`config.mk`:
```
export PLATFORM = sky130hd
export DESIGN_NAME = stream_mux_rr
export DESIGN_NICKNAME = d
export VERILOG_FILES = /design/src/rtl/stream_mux_rr.sv
export SDC_FILE = /design/constraint.sdc
export NUM_CORES = 1
export LEC_CHECK = 0
export ABC_AREA = 1
export ABC_CLOCK_PERIOD_IN_PS = 2700
export CAP_MARGIN = 10
export CORE_UTILIZATION = 40
export DETAILED_ROUTE_END_ITERATION = 12
export PLACE_DENSITY = 0.79
export SETUP_SLACK_MARGIN = 0.4
export SYNTH_ARGS = -nofsm -noshare
export SYNTH_HDL_FRONTEND = slang
export SYNTH_SLANG_ARGS = --single-unit
```
`constraint.sdc`:
```
create_clock -name clk -period 2.7 [get_ports clk]
set_input_delay 0.54 -clock clk [delete_from_list [all_inputs] [get_ports clk]]
set_output_delay 0.54 -clock clk [all_outputs]
set_load 0.01 [all_outputs]
```
`src/rtl/stream_mux_rr.sv`:
```
// Registered N:1 stream multiplexer with valid/ready handshakes.
// Supports fixed-address selection and round-robin arbitration.
module stream_mux_rr #(
    parameter int WIDTH    = 8,
    parameter int CHANNELS = 4,
    parameter int SEL_W    = 2
) (
    input  logic                      clk,
    input  logic                      reset,
    input  logic                      mode,
    input  logic [SEL_W-1:0]          address,
    input  logic [CHANNELS*WIDTH-1:0] in_data,
    input  logic [CHANNELS-1:0]       in_valid,
    output logic [CHANNELS-1:0]       in_ready,
    output logic [WIDTH-1:0]          out_data,
    output logic [SEL_W-1:0]          out_chan,
    output logic                      out_valid,
    input  logic                      out_ready
);

    logic [WIDTH-1:0] data_q, data_d;
    logic [SEL_W-1:0] chan_q, chan_d;
    logic [SEL_W-1:0] ptr_q, ptr_d;
    logic             valid_q, valid_d;

    logic             gnt_vld;
    logic [SEL_W-1:0] gnt_idx;
    logic [SEL_W:0]   rr_idx;
    logic             can_load;
    logic             xfer_in;

    always_comb begin
        gnt_vld = 1'b0;
        gnt_idx = '0;
        rr_idx  = '0;
        if (!mode) begin
            for (int i = 0; i < CHANNELS; i++) begin
                if (address == SEL_W'(i) && in_valid[i]) begin
                    gnt_vld = 1'b1;
                    gnt_idx = SEL_W'(i);
                end
            end
        end else begin
            // Scan farthest-first so the channel closest to ptr is written last and wins.
            for (int k = CHANNELS - 1; k >= 0; k--) begin
                rr_idx = {1'b0, ptr_q} + (SEL_W+1)'(k);
                if (rr_idx >= (SEL_W+1)'(CHANNELS))
                    rr_idx = rr_idx - (SEL_W+1)'(CHANNELS);
                if (in_valid[rr_idx[SEL_W-1:0]]) begin
                    gnt_vld = 1'b1;
                    gnt_idx = rr_idx[SEL_W-1:0];
                end
            end
        end
    end

    assign can_load = !valid_q || out_ready;
    assign xfer_in  = gnt_vld && can_load;
    assign in_ready = (xfer_in && !reset) ? (CHANNELS'(1) << gnt_idx) : '0;

    always_comb begin
        data_d  = data_q;
        chan_d  = chan_q;
        valid_d = valid_q;
        ptr_d   = ptr_q;
        if (xfer_in) begin
            data_d  = in_data[gnt_idx*WIDTH +: WIDTH];
            chan_d  = gnt_idx;
            valid_d = 1'b1;
            if (mode)
                ptr_d = (gnt_idx == SEL_W'(CHANNELS - 1)) ? '0 : gnt_idx + 1'b1;
        end else if (out_ready) begin
            valid_d = 1'b0;
        end
    end

    always_ff @(posedge clk or posedge reset) begin
        if (reset) begin
            data_q  <= '0;
            chan_q  <= '0;
            valid_q <= 1'b0;
            ptr_q   <= '0;
        end else begin
            data_q  <= data_d;
            chan_q  <= chan_d;
            valid_q <= valid_d;
            ptr_q   <= ptr_d;
        end
    end

    assign out_data  = data_q;
    assign out_chan  = chan_q;
    assign out_valid = valid_q;

endmodule

```
==> flow_metrics.env <==
export IMPL_overflow=0
export IMPL_leakagePower_uw=0.00111
export IMPL_slew_viol_final=0
export IMPL_ys_flop_type="dfrtp_1"
export IMPL_start_util=0.424
export IMPL_tritoncts="yes"
export IMPL_synth_edff_count=0
export IMPL_antenna_found_initial=0
export IMPL_drt_pre_antenna_iters=4
export IMPL_grt_max_degree=17
export IMPL_pre_cts_slack_ps=-509
export IMPL_ys_warnings_count=0
export IMPL_drive_above_1_share=0.342
export IMPL_fillers=188
export IMPL_register_area_um2=328
export IMPL_vdd_drop_max_v=0.000797
export IMPL_final_setup_viol_count=0
export IMPL_drc_errors=0
export IMPL_die_w_um=56.1
export IMPL_crit_path_start_kind="primary input"
export IMPL_fmax_ghz=0.380
export IMPL_path_max_fanout=5
export IMPL_worst_ep_arrival_time_ps=2090
export IMPL_numCtsBuffers=3
export IMPL_cts_hold_fix_buffers=0
export IMPL_numClockSinks=13
export IMPL_p_per_area_nw_per_um2=939
export IMPL_dpl_instance_area_um2=1840
export IMPL_hold_class="flip-flop to flip-flop"
export IMPL_fin_skew_ps=1.10
export IMPL_min_period_over_period=0.975
export IMPL_rsz0062_at_grt="true"
export IMPL_synthCells=187
export IMPL_htree_num_levels=1
export IMPL_maxSlewHeadroom=0.681
export IMPL_io_pins=57
export IMPL_syn_nets=230
export IMPL_outcome="complete, no violations"
export IMPL_cp_end_kind="output port"
export IMPL_worst_slew_pin_slew_ps=478
export IMPL_hpwl_um=2650
export IMPL_crit_type="primary input to output port"
export IMPL_viasPerCell=5.24
export IMPL_synth_area_leaders="dfrtp_1, nand2_1, nand3_1"
export IMPL_postRouteAntennaNets=0
export IMPL_coreArea_um2=2760
export IMPL_critical_path_required_ps=2160
export IMPL_clk_latency_ps=270
export IMPL_wl_per_cell_um=14.8
export IMPL_layout_commonest_cell="clkdlybuf4s50_1"
export IMPL_die_area_um2=3140
export IMPL_rows=19
export IMPL_finalHoldViolations=0
export IMPL_cts_root_buf="clkbuf_4"
export IMPL_grt_pass1_vias=1464
export IMPL_wl_um=4470
export IMPL_fin_area_um2=2210
export IMPL_die_y_um=56.1
export IMPL_maxCapViolations=0
export IMPL_synth_seq_cells=13
export IMPL_grt_pass1_wl_um=6300
export IMPL_ys_seq_area_frac=0.278
export IMPL_synth_top_area_share=0.278
export IMPL_clk_pin_slew_ps=80
export IMPL_setup_ws_ps=67.4
export IMPL_finalCriticalPeriod_ps=2630
export IMPL_drtIter0Drc=73
export IMPL_cts_buffer_depth=2
export IMPL_yosys_area_top_type="dfrtp_1"
export IMPL_synth_avg_cell_area_um2=6.26
export IMPL_gp_congestion=0.899
export IMPL_syn_area_um2=1170
export IMPL_multi_input_area_um2=858
export IMPL_grtUsageTotal=0.253
export IMPL_diodes=0
export IMPL_most_common_layout_cells="clkdlybuf4s50_1, nand2_1, inv_1"
export IMPL_numPortBuffers=56
export IMPL_synthArstFlopShare=1.00
export IMPL_vias=1589
export IMPL_yosysUniqueCellTypes=28
export IMPL_nNetsFinal=316
export IMPL_area_delta_synth_final_pct=88.7
[kinds of logic (layout without fill, tap and decap cells)]
| group | Yosys count | in the layout | share of synthesized area |
|---|---|---|---|
| buffers and inverters | 47 | 132 | 0.171 |
| adder cells (fa/ha/maj) | 1 | 1 | 0.0107 |
| AO/OA/AOI/OAI | 14 | 14 | 0.0877 |
| AND/OR/NAND/NOR | 112 | 112 | 0.452 |
| flip-flops | 13 | 13 | 0.278 |
[Yosys cell counts (2+ instances only)]
cell	count
nand2_1	53
inv_1	38
nand3_1	33
dfrtp_1	13
nor2_1	8
nand2_2	5
o211ai_1	5
or2_0	4
inv_2	3
o21ai_0	3
buf_2	2
buf_6	2
nand2_4	2
nand3_2	2
[layout make-up]
cell class,count,share of cell area
multi-input cells,127,0.389
inverters,42,0.0760
repair buffers,86,0.357
clock buffers,4,0.0119
well taps,31,0.0176
flip-flops and latches,13,0.149
[sequential cells by signal, indices dropped and copies added (netlist names)]
name	count
ptr_q	2
out_data	8
out_valid	1
out_chan	2
[stage by stage]
step / hold slack, ps / TNS (ps) / util / total power, uW / std cells
final: 484 / 0 / 0.800 / 2070 / 303
after global routing: 494 / 0 / 0.800 / 2190 / 303
after global placement: 463 / -2020 / 0.668 / 1370 / 284
after floorplan: 417 / 0 / - / 997 / 187
after detailed placement: 467 / -1850 / 0.668 / 1390 / 284
after CTS: 486 / 0 / 0.740 / 1740 / 295
[metal layers]
layer | wire length (um) | track usage | up-vias
li1 | - | - | 755
met1 | 1800 | 0.331 | 729
met2 | 2260 | 0.418 | 87
met3 | 265 | 0.0233 | 18
met4 | 151 | 0.118 | 0
met5 | 0 | 0 | -
[power by group]
| part | leakage, uW | internal (uW) | switching [uW] |
|---|---|---|---|
| clock network | 0.0000150 | 57.1 | 59.9 |
| logic | 0.000941 | 743 | 846 |
| registers | 0.000154 | 290 | 76.5 |
[path summary, 6_finish.rpt]
path	from	end	slack, ps	cells after the start
worst max-delay path	in_valid[0]	in_ready[3]	70	15
min in group asynchronous	reset	out_chan[1]	670	2
worst min register to register	out_data[2]	out_data[2]	480	2
max in group asynchronous	reset	ptr_q[1]	1680	2
worst max register to register	ptr_q[1]	out_data[4]	420	15
worst min-delay path	out_data[2]	out_data[2]	480	2
[worst max-delay path, cell delays in order]
cell           delay [ps]
dlygate4sd2_1         280
inv_2                  90
nand2_4               100
nand3_4                90
nand2_4                80
nand3_2               110
nand3_2               110
nand2_2                60
inv_2                  60
nand2_4                60
nand2_4               100
ha_4                  140
inv_2                  30
nor2_2                 80
buf_2                 140
[repair_timing]
action	CTS	global route
cloned	0	0
buffers inserted	7	8
endpoints found under the setup margin	4	5
resized for setup	63	28
pin swaps	17	15
endpoints found under the hold margin	0	0
No activity file was read; power rests on OpenSTA's default activity.
